File: config.mk
export PLATFORM = sky130hd
export DESIGN_NAME = serial_sub_ctrl
export DESIGN_NICKNAME = d
export VERILOG_FILES = /design/src/rtl/serial_sub_ctrl.sv
export SDC_FILE = /design/constraint.sdc
export NUM_CORES = 1
export LEC_CHECK = 0
export ABC_AREA = 0
export CAP_MARGIN = 10
export CORE_MARGIN = 2
export CORE_UTILIZATION = 55
export DETAILED_ROUTE_END_ITERATION = 10
export GPL_TIMING_DRIVEN = 0
export PLACE_DENSITY_LB_ADDON = 0.12
export SETUP_SLACK_MARGIN = 0.02
export SLEW_MARGIN = 20
export SYNTH_ARGS = -nofsm -noshare
export SYNTH_HDL_FRONTEND = slang
export SYNTH_SLANG_ARGS = --single-unit
File: constraint.sdc
create_clock -name clk_i -period 3.2 [get_ports clk_i]
set_input_delay 0.64 -clock clk_i [delete_from_list [all_inputs] [get_ports clk_i]]
set_output_delay 0.64 -clock clk_i [all_outputs]
set_load 0.02 [all_outputs]
File: src/rtl/serial_sub_ctrl.sv
// Bit-serial a - b controller, LSB first, built from two chained half_sub cells.
// Define SERIAL_SUB_ABORT_EN to add the abort_i port.
module half_sub (
    input  logic a,
    input  logic b,
    output logic d,
    output logic c
);
    assign d = a ^ b;
    assign c = ~a & b;
endmodule

module serial_sub_ctrl #(
    parameter int WIDTH = 8
) (
    input  logic             clk_i,
    input  logic             rst_n_i,
    input  logic             start_i,
    output logic             ready_o,
    input  logic [WIDTH-1:0] a_i,
    input  logic [WIDTH-1:0] b_i,
    output logic [WIDTH-1:0] diff_o,
    output logic             borrow_o,
    output logic             res_valid_o,
`ifdef SERIAL_SUB_ABORT_EN
    input  logic             abort_i,
`endif
    input  logic             res_ready_i
);
    localparam int CW = $clog2(WIDTH);

    typedef enum logic [1:0] {IDLE, RUN, DONE} state_t;

    state_t           state, nxt;
    logic [CW-1:0]    cnt;
    logic             borrow_q;
    logic [WIDTH-1:0] a_q, b_q;
    logic [WIDTH-2:0] res_q;
    logic [WIDTH-1:0] res_nxt;
    logic             d1, c1, diff_k, c2, borrow_d;
    logic             last, abort;

`ifdef SERIAL_SUB_ABORT_EN
    assign abort = abort_i;
`else
    assign abort = 1'b0;
`endif

    half_sub hs0 (.a(a_q[0]), .b(b_q[0]),   .d(d1),     .c(c1));
    half_sub hs1 (.a(d1),     .b(borrow_q), .d(diff_k), .c(c2));

    assign borrow_d = c1 | c2;
    assign res_nxt  = {diff_k, res_q};
    assign last     = (cnt == CW'(WIDTH - 1));

    always_ff @(posedge clk_i) begin
        if (!rst_n_i) state <= IDLE;
        else          state <= nxt;
    end

    always_comb begin
        nxt = state;
        unique case (state)
            IDLE: if (start_i) nxt = RUN;
            RUN: begin
                if (abort)     nxt = IDLE;
                else if (last) nxt = DONE;
            end
            DONE: if (abort || res_ready_i) nxt = IDLE;
            default: nxt = IDLE;
        endcase
    end

    always_comb begin
        ready_o     = (state == IDLE);
        res_valid_o = (state == DONE);
    end

    // Operand registers shift right so bit 0 is always the bit in flight.
    always_ff @(posedge clk_i) begin
        if (!rst_n_i) begin
            cnt      <= '0;
            borrow_q <= 1'b0;
            a_q      <= '0;
            b_q      <= '0;
            res_q    <= '0;
            diff_o   <= '0;
            borrow_o <= 1'b0;
        end else begin
            unique case (state)
                IDLE: begin
                    if (start_i) begin
                        a_q      <= a_i;
                        b_q      <= b_i;
                        borrow_q <= 1'b0;
                        cnt      <= '0;
                    end
                end
                RUN: begin
                    if (abort) begin
                        cnt      <= '0;
                        borrow_q <= 1'b0;
                        res_q    <= '0;
                        diff_o   <= '0;
                        borrow_o <= 1'b0;
                    end else begin
                        a_q      <= a_q >> 1;
                        b_q      <= b_q >> 1;
                        res_q    <= res_nxt[WIDTH-1:1];
                        borrow_q <= borrow_d;
                        if (last) begin
                            diff_o   <= res_nxt;
                            borrow_o <= borrow_d;
                        end else begin
                            cnt <= cnt + 1'b1;
                        end
                    end
                end
                DONE: begin
                    if (abort) begin
                        cnt      <= '0;
                        borrow_q <= 1'b0;
                        res_q    <= '0;
                        diff_o   <= '0;
                        borrow_o <= 1'b0;
                    end
                end
                default: ;
            endcase
        end
    end
endmodule

[Word level (Yosys, flattened, before mapping)]
Cells that the tools add are included.
Word-level totals
  register bits after elaboration: 38
  input bits: 20
  output and inout bits: 11
  logic and storage cells: 42
Operators by class
  $add $sub $neg: 1
  equality and inequality tests: 7
  multiplexer cells: 13
  bitwise gates (word level): 7
  reduce and logical (&&, ||, !) cells: 6
Operator list (count)
  case mux 8 bit (2 select lines): 2
  two-way mux 8 bit: 2
  two-way mux 2 bit: 3
  two-way mux 3 bit: 2
  inequality test 2 bit, second input constant: 3
  case mux 2 bit (3 select lines): 1
  case mux 3 bit (2 select lines): 1
  AND reduction 3 bit: 2
  AND reduction 2 bit: 2
  adder 3 x 1 -> 3 bit, second input constant: 1
  equality test 3 bit, second input constant: 1
  bitwise AND 1 bit: 2
  equality test 2 x 1 -> 1 bit, second input constant: 1
  equality test 2 bit, second input constant: 1
  logical NOT 2 bit: 1
  inequality test 2 x 1 -> 1 bit, second input constant: 1
  NOT 1 bit: 2
  case mux 1 bit (2 select lines): 1
  nonzero test 2 bit: 1
  XOR 1 bit: 2
  two-way mux 1 bit: 1
  bitwise OR 1 bit: 1

[Depth between registers and ports, before layout]
Gate-level depths: netlist of the first run.
  depth after elaboration: 5
  gate-level depth with buffers: 7
  depth with buffers taken out: 5

[By module]
Synthesis of the first run repeated with hierarchy kept, for this count alone.
Unflattened totals
  cells, all modules: 187
  area, all modules: 1715.4 µm²
Modules (own cells, without submodules)
  serial_sub_ctrl: instances 1, cells an instance 181, area an instance 1675.4 µm², sequential area each 760.7 µm²
  half_sub: instances 2, cells an instance 3, area an instance 20.0 µm², sequential area each 0.0 µm²

[Worst setup path before layout of the first run]
Ideal clock, no wire load.
  path kind: register to output
  from: reg state[0]
  to: out ready_o
  data arrival time: 882 ps
  required time: 2560 ps
  slack: 1678 ps
  cell stages (with the launch flop): 4
  buffers on the path: 2
  cell sequence: dfxtp_1 -> buf_6 -> buf_6 -> nor2_1
On the way
  cells in the longest elaborated chain, start to end: 1
RTL lines
  start, declared: RTL line 34  | state_t state, nxt;
  start signal, assigned: RTL line 58  | else state <= nxt;
  logical NOT 2 bit: RTL line 75  | ready_o = (state == IDLE);
  end, declared: RTL line 19  | output logic ready_o,
No other way between the ends.

[Final worst setup path of the first run]
Same ends and word-level chain as after synthesis.

==> key figures, run 1 <==
GRT
  – Largest net degree at the start of global routing: 12
  – GR Util met3: 6.81%
  – Initial antenna violation count: 0
  – GRT busiest layer: met2
  – Grt ovf: 0
  – Met2 usage: 39.8%
  – Vias in the first global route: 1355
  – Grt met1 use: 24.4%
  – Tot GR Track Use: 22.1%
  – First-pass GRT wire length: 5820 um

Floorplan
  – Initial Util: 58.8%
  – Die area: 3450 um^2
  – Core Area: 2810 um^2
  – Site Rows: 19
  – Die span in y: 58.8 um
  – I/O pins: 31
  – Die X-Extent: 58.8 um

Worst setup path
  – Data required time at the worst endpoint: 2.56 ns
  – Slowest CP cell: clkdlybuf4s50_1
  – Crit. End Element: output port
  – CP cell instances: buf_6, buf_6, nor2_1, clkdlybuf4s50_1
  – Worst reg-to-reg setup slack: 1.64 ns
  – Reg2reg start: cnt[0]
  – Arrival time worst endpoint: 1.71 ns
  – Critical Path Max Stage Delay: 0.61 ns
  – Worst setup SP type: flip-flop
  – Worst-path fanout max: 10
  – Top cell by count, worst path: buf_6
  – CP Class: flip-flop to output port
  – Cell count of the worst reg-to-reg path: 6
  – Reg2reg end: borrow_o

Hold path
  – Worst hold path startpoint: diff_o[3]
  – Worst hold endpoint: diff_o[3]
  – WHS Path Cells: 2
  – Hold/Removal Path Class: flip-flop to flip-flop

Clocking
  – Root Buffer: clkbuf_4
  – Post-CTS Setup Repair Bufs: 0
  – Num CTS Buffers: 5
  – Post-CTS resize count: 0
  – Clk Latency, worst-skew pair: 0.34 ns
  – Worst-case clock buffer depth: 2
  – CTS tree: yes
  – Number of hold buffers added after CTS: 0
  – Clock sinks: 38
  – Htree depth: 2
  – Reg clk slew, reported paths: 0.11 ns

Cells and area
  – Proportion of layout cells with a drive suffix above 1: 10.1%
  – Layout area overhead: 25.5%
  – Most common cell after layout, fill and taps aside: dfxtp_1
  – Layout fillers: 220
  – Antenna Cells: 0
  – Register Area: 761 um^2
  – Most frequent cells in the layout: dfxtp_1, nand2_1, clkdlybuf4s50_1
  – Area of the multi-input gates: 772 um^2
  – # nets final: 241

Yosys
  – FF+latch count, synth: 38
  – Post-Syn Area: 1650 um^2
  – Top cells by area, synth: dfxtp_1, mux2i_1, nand2_1, a21oi_1, a211oi_1
  – Library cells used by synthesis: 31
  – Cells after Synth: 181
  – Post-synth top area share: 46.1%
  – Post-synthesis sequential area ratio: 46.1%
  – Synthesized net count: 204
  – Cell taking the most area after synthesis: dfxtp_1
  – Syn. warnings: 0
  – Avg Synthesized Cell Area: 9.12 um^2

Placed design
  – Setup WS pre-CTS: 1.19 ns
  – DP HPWL: 2390 um
  – Routability cong.: 0.733
  – I/O Buffers: 30

Power
  – Power per standard cell area: 466 nW/um^2
  – Pwr Total: 965 uW
  – Leakage: 0.769 nW
  – VDD IR max: 366 uV

Timing
  – Min Tclk post-route: 2.35 ns
  – Final WS setup: 0.849 ns
  – Hold slack: 0.458 ns
  – Setup Viol. Count Final: 0
  – Slew margin rel.: 64.0%
  – Fin crit share: 73.5%
  – F_max: 425 MHz
  – Fin. max-slew vios: 0
  – Actual slew at the worst max-slew pin: 0.540 ns
  – Clock skew: 0.00985 ns
  – Final hold viol count: 0
  – RSZ-0062 raised after global routing: false
  – Setup tns final: 0 ns

Drt
  – First drt pass iteration count: 7
  – DRC Markers: 3
  – Detailed Route Iter0 Violations: 75
  – WL/cell: 13.5 um
  – DRT antenna net count: 0
  – Via count: 1414
  – WL final: 3350 um
  – Via density: 5.68

Outcome
  – Failing checks: design-rule violations
  – Status: finished, violations left

Flow run
  – Max cap viols: 0
-- registers in the layout, indices dropped and copies added (netlist names) --
signal	cells
cnt	3
state	2
b_q	8
borrow_q	1
diff_o	8
res_q	7
a_q	8
borrow_o	1
-- report_power, final --
group | switching [mW] | internal [mW]
clock network | 0.152 | 0.182
logic | 0.0588 | 0.0650
registers | 0.0124 | 0.494
-- worst max-delay path by stage --
stage                   from  endpoint  depth (start not counted)
global placement     start_i    b_q[4]                          5
global route        state[0]   ready_o                          4
floorplan           state[0]   ready_o                          3
detailed placement   start_i    b_q[4]                          5
CTS                 state[0]   ready_o                          4
finish              state[0]   ready_o                          4
-- stage by stage --
stage | utilization, % | area (um^2) | std cells
after floorplan | - | 1650 | 181
after global placement | 70.9 | 1990 | 242
after detailed placement | 70.9 | 1990 | 242
after CTS | 73.8 | 2070 | 249
after global routing | 73.8 | 2070 | 249
final | 73.8 | 2070 | 249
-- kinds of logic after synthesis --
kind of cell	Yosys count	share of synthesized area [%]
simple gates	66	18.3
flops	38	46.1
mux	15	9.10
buf+inv	17	7.13
compound gates	42	16.7
fa+ha+maj	3	2.73
-- synth_stat cells --
cell type  instances
o22ai_1            1
inv_2              1
buf_12             1
mux2i_1           15
inv_1              3
buf_4              1
fa_1               1
and2b_1            2
clkbuf_1           3
ha_1               2
buf_1              1
nor4b_1            1
and3b_1            1
and2_1             1
nor2_1            18
o21ba_2            1
nand2b_1           2
nand2_1           33
dfxtp_1           38
buf_2              3
nand4bb_1          2
a211oi_1          12
o21ai_0            2
nand3b_2           1
buf_6              4
nand3_1            4
a211oi_2           3
a21oi_1           19
o21bai_1           1
nor3_1             1
a31oi_1            3
-- area by class of cell --
| cell class | count | share of cell area, % |
|---|---|---|
| buffer | 13 | 4.95 |
| sequential | 38 | 36.7 |
| inverter | 4 | 0.725 |
| clock buffer | 6 | 2.48 |
| multi-input combinational | 126 | 37.3 |
| tap | 31 | 1.87 |
| clock inverter | 1 | 1.45 |
| timing repair buffer | 30 | 14.5 |
-- critical path, delay by kind of cell, from the launching register on --
family,cells,cell delay [ns]
buf+inv,3,0.93
flops,1,0.36
simple gates,1,0.09
-- routing by layer --
| layer | routed length, um | part of all wire [%] |
|---|---|---|
| met1 | 1380 | 41 |
| met2 | 1740 | 52 |
| met3 | 179 | 5.3 |
| met4 | 48 | 1.4 |
| met5 | 0 | 0 |
No activity file was read; power rests on OpenSTA's default activity.
==> inputs of run 2 (changes only) <==
--- a/config.mk
+++ b/config.mk
@@ -8,7 +8,7 @@
 export ABC_AREA = 0
 export CAP_MARGIN = 10
 export CORE_MARGIN = 2
-export CORE_UTILIZATION = 55
+export CORE_UTILIZATION = 51
 export DETAILED_ROUTE_END_ITERATION = 10
 export GPL_TIMING_DRIVEN = 0
 export PLACE_DENSITY_LB_ADDON = 0.12
==> constraint.sdc (replaced) <==
create_clock -name clk_i -period 2.5 [get_ports clk_i]
set_input_delay 0.5 -clock clk_i [delete_from_list [all_inputs] [get_ports clk_i]]
set_output_delay 0.5 -clock clk_i [all_outputs]
set_load 0.02 [all_outputs]
==> run 2 against run 1 <==
- clock power increased by 3%
- largest power group unchanged
- final area about the same
- non-clock buffer count unchanged
- via count decreased by 2.8%
- sequential power increased by 28%
- the run now ends clean
- core utilization decreased by 6.6 points
- worst setup slack got worse by 0.58 ns
- count of clock-buffer cells in the layout unchanged
- combinational power increased by 27%
==> key figures, run 2 (synthesized netlist as in run 1, its figures left out) <==
Outcome
  – Status: finished clean

Worst setup path
  – Data required time at the worst endpoint: 2.00 ns
  – Reg2reg start: cnt[0]
  – Slowest CP cell: clkdlybuf4s50_1
  – CP bufs+invs: 3
  – CP Class: flip-flop to output port
  – Crit. End Element: output port
  – Arrival time worst endpoint: 1.73 ns
  – CP Depth: 4
  – Worst-path fanout max: 10
  – Top cell by count, worst path: buf_6
  – CP delay by family, top: buffers and inverters
  – CP cell instances: buf_6, buf_6, nor2_1, clkdlybuf4s50_1
  – Cell count of the worst reg-to-reg path: 6
  – Worst setup startpoint: state[0]
  – Critical Path Max Stage Delay: 0.61 ns
  – Worst setup SP type: flip-flop

Drt
  – Via density: 5.23
  – DRC Markers: 0
  – First drt pass iteration count: 4
  – Via count: 1375
  – DRT antenna net count: 0
  – WL/cell: 12.2 um
  – Detailed Route Iter0 Violations: 84
  – WL final: 3210 um

Clocking
  – Reg clk slew, reported paths: 0.12 ns
  – Root Buffer: clkbuf_4
  – Num CTS Buffers: 5
  – Post-CTS resize count: 0
  – Htree depth: 2
  – Worst-case clock buffer depth: 2
  – CTS tree: yes
  – Post-CTS Setup Repair Bufs: 0
  – Number of hold buffers added after CTS: 0
  – Clk Latency, worst-skew pair: 0.36 ns
  – Clock sinks: 38

Power
  – VDD IR max: 325 uV
  – Leakage: 0.759 nW
  – Power per standard cell area: 556 nW/um^2

Cells and area
  – Final Util: 67.2%
  – Proportion of layout cells with a drive suffix above 1: 10.5%
  – Most frequent cells in the layout: dfxtp_1, nand2_1, clkdlybuf4s50_1
  – Layout area overhead: 25.4%
  – Layout fillers: 276
  – # nets final: 241
  – Top flop regs: a_q x8, b_q x8, diff_o x8
  – Antenna Cells: 0
  – Most common cell after layout, fill and taps aside: dfxtp_1

Timing
  – F_max: 449 MHz
  – Slew margin rel.: 65.0%
  – Fin. max-slew vios: 0
  – Clock skew: 0.0126 ns
  – Actual slew at the worst max-slew pin: 0.525 ns
  – Min Tclk post-route: 2.23 ns
  – Fin crit share: 89.2%
  – RSZ-0062 raised after global routing: false
  – Setup tns final: 0 ns
  – Final hold viol count: 0
  – Setup Viol. Count Final: 0

GRT
  – Initial antenna violation count: 0
  – Largest net degree at the start of global routing: 13
  – Tot GR Track Use: 20.5%
  – Grt ovf: 0
  – Vias in the first global route: 1324
  – First-pass GRT wire length: 5580 um

Placed design
  – DP HPWL: 2400 um
  – Routability cong.: 0.747
  – I/O Buffers: 30

Floorplan
  – Core Area: 3080 um^2
  – Initial Util: 53.6%
  – Die span in y: 60.9 um
  – Die X-Extent: 60.9 um
  – Die area: 3710 um^2
  – I/O pins: 31
  – Site Rows: 20

Hold path
  – Worst hold path startpoint: diff_o[0]
  – Hold/Removal Path Class: flip-flop to flip-flop
  – WHS Path Cells: 2

Flow run
  – Max cap viols: 0
[run 2: cell count changes in the layout (fill, tap and decap cells not counted)]
cell,previous run,this run
clkinvlp_4,0,1
clkinv_2,0,1
bufinv_16,1,0
[run 2: worst min-delay path, delay by kind of cell, from the launching register on]
kind,cells,cell delay [ns]
flops,1,0.32
simple gates,1,0.05
compound gates,1,0.05
[run 2: worst paths after layout]
kind          endpoint  slack, ns
max            ready_o       0.27
min          diff_o[0]       0.46
max reg2reg   borrow_o       0.95
min reg2reg  diff_o[0]       0.46
[run 2: routing by layer]
| metal | vias up | GRT usage [%] | routed length, um |
|---|---|---|---|
| met3 | 9 | 4.69 | 134 |
| met4 | 0 | 10.2 | 91 |
| met1 | 635 | 23.4 | 1380 |
| li1 | 698 | - | - |
| met5 | - | 0 | 0 |
| met2 | 33 | 35.9 | 1600 |
[run 2: metrics by stage]
stage / hold slack [ns] / total power [mW] / worst slack [ns] / area (um^2) / cells
5_1_grt: 0.483 / 1.21 / 0.179 / 2070 / 263
3_5_place_dp: 0.453 / 0.821 / 0.627 / 2010 / 255
4_1_cts: 0.469 / 1.16 / 0.259 / 2070 / 263
2_1_floorplan: 0.432 / 0.764 / 1.08 / 1650 / 181
6_report: 0.463 / 1.15 / 0.271 / 2070 / 263
3_3_place_gp: 0.441 / 0.815 / 0.677 / 2010 / 255
[run 2: area by class of cell]
type	count	area, um^2	area share, %
Multi-Input combinational cell	126	772	37.3
Sequential cell	38	761	36.8
Timing Repair Buffer	30	300	14.5
Buffer	13	103	4.96
Tap cell	44	55.1	2.66
Clock buffer	6	51.3	2.48
Inverter	4	15.0	0.726
Clock inverter	2	12.5	0.605
[run 2: report_power, final]
part / switching (mW) / leakage, nW / internal, mW / total (mW)
Combinational: 0.0735 / 0.414 / 0.0836 / 0.157
Sequential: 0.0161 / 0.311 / 0.633 / 0.649
Clock: 0.210 / 0.0343 / 0.135 / 0.345
Total: 0.300 / 0.759 / 0.852 / 1.15
==> edit, RTL diff (config.mk and constraints of run 1) <==
`WIDTH`: 8 -> 16.
--- a/src/rtl/serial_sub_ctrl.sv
+++ b/src/rtl/serial_sub_ctrl.sv
@@ -11,7 +11,7 @@
 endmodule
 
 module serial_sub_ctrl #(
-    parameter int WIDTH = 8
+    parameter int WIDTH = 16
 ) (
     input  logic             clk_i,
     input  logic             rst_n_i,
Interface: changed (resized a_i, b_i and diff_o); port bits go from 31 to 55. The function was not compared with the original's and may differ.
==> edit against run 1 <==
Cell count grew 100%. Global-route usage increased by 2.1 points. Die area increased by 68%. Setup slack improved by 0.064 ns. Combinational power grew 64%. Synthesized area up 74%. Total power up 100%. Routed wire length increased by 100%. Highest routed layer unchanged. Count of clock-buffer cells in the layout grew 5. Cell area increased by 80%. Sequential cell count up 33. Critical endpoint is now res_valid_o.
==> edit: results (changes against run 1) <==
* Endpoint arrival time on the critical path at 1.65 ns (-0.06 ns)
* Number of DRC violations after detailed-routing iteration 0 at 130 (+73%)
* Cell count after placement at 481 (+99%)
* Mean instance size in the synthesized netlist at 8.03 um2 (-12%)
* Vias at 2766 (+96%)
* 1st-pass router iterations at 4 (-3)
* Worst Clk Skew at 0.00727 ns (-0.00258 ns)
* Sequential element share of the synthesized area at 0.496 (+0.0351)
* Pin count of the biggest net entering global routing at 13 (+1)
* CTS clk-pin slew, worst paths at 0.08 ns (-0.03 ns)
* Run status: finished clean
* Leading cell types by count after synthesis: 95 x sky130_fd_sc_hd__nand2_1, 71 x sky130_fd_sc_hd__dfxtp_1, 46 x sky130_fd_sc_hd__o21ai_0, 33 x sky130_fd_sc_hd__a21oi_1, 30 x sky130_fd_sc_hd__a31oi_1
* Overall routing resource usage at 0.242 (+0.0213)
* Largest registers: a_q (16), b_q (16), diff_o (16)
* Hold crit path type: flop to flop
* Average wire per cell in the routed design at 13.5 um (+0.53%)
* CTS buffer count at 9 (+4)
* Total power density per cell area at 528 nW/um2 (+13%)
* Final weighted congestion in routability-driven placement at 0.797 (+8.6%)
* Place WS at 1.10 ns (-0.0868 ns)
* Net Count, Synth at 395 (+94%)
* Post-DP HPWL at 4620 um (+93%)
* Top area cells in the synthesized netlist: sky130_fd_sc_hd__dfxtp_1 50%, sky130_fd_sc_hd__nand2_1 12%, sky130_fd_sc_hd__o21ai_0 8.0%
* Instance area after placement at 3490 um2 (+76%)
* Final #Nets at 460 (+91%)
* Clock Root Buffer: sky130_fd_sc_hd__clkbuf_8
* Non-filler instance count after layout at 497 (+100%)
* Layout cells sized above 1 at 0.0960 (-0.00490)
* Netlist cell types at 30 (-3.2%)
* Count of port buffers added during placement at 54 (+80%)
* H-tree depth at 3 (+1)
* Transition time at the pin with the least slew margin at 0.528 ns (-0.0122 ns)
* Path depth of the worst reg2reg path at 5 (-1)
* Critical Path Fanout Max at 8 (-2)
* LEAKAGE at 1.35 nW (+75%)
* Maximum resistive drop on vdd at 0.354 mV (-3.4%)
* Wire length of the first global-routing pass at 11300 um (+95%)
edit: cell types whose count changed after synthesis, sizes merged, moves of 14 or more:
cell	delta
nor2	-15
dfxtp	+33
a21oi	+14
nand2	+62
o21ai	+44
a31oi	+27
mux2i	-15
edit: cells by family after synthesis:
| logic type | synth area share |
|---|---|
| adders and majority gates | 0.0114 |
| AOI/OAI and AO/OA | 0.247 |
| and+or+nand+nor | 0.180 |
| DFF | 0.496 |
| buffers and inverters | 0.0655 |
edit: critical path, cell delays in order (launching register included):
cell	delay, ns
sky130_fd_sc_hd__dfxtp_1	0.44
sky130_fd_sc_hd__nor2b_1	0.23
sky130_fd_sc_hd__clkdlybuf4s50_1	0.64
edit: layout make-up:
cell class | instances | share of cell area
Sequential cell | 71 | 0.382
Timing Repair Buffer | 54 | 0.145
Tap cell | 70 | 0.0235
Buffer | 31 | 0.0464
Clock buffer | 11 | 0.0406
Inverter | 4 | 0.00403
Clock inverter | 5 | 0.0215
Multi-Input combinational cell | 251 | 0.337
edit: worst paths after layout:
check                           startpoint           to  slack (ns)
worst max-delay path              state[1]  res_valid_o        0.91
worst min-delay path              res_q[0]     res_q[0]        0.46
worst max register to register      cnt[0]    diff_o[6]        1.55
worst min register to register    res_q[0]     res_q[0]        0.46
edit: report_power, final:
part           switching (mW)  internal (mW)
clock network           0.340          0.480
logic                   0.109         0.0939
registers              0.0218          0.922
edit: layer usage:
| metal | vias up | share of wire | GRT usage |
|---|---|---|---|
| met4 | 0 | 0.026 | 0.140 |
| met5 | - | 0 | 0 |
| li1 | 1372 | - | - |
| met3 | 15 | 0.045 | 0.0415 |
| met2 | 89 | 0.49 | 0.409 |
| met1 | 1290 | 0.44 | 0.293 |
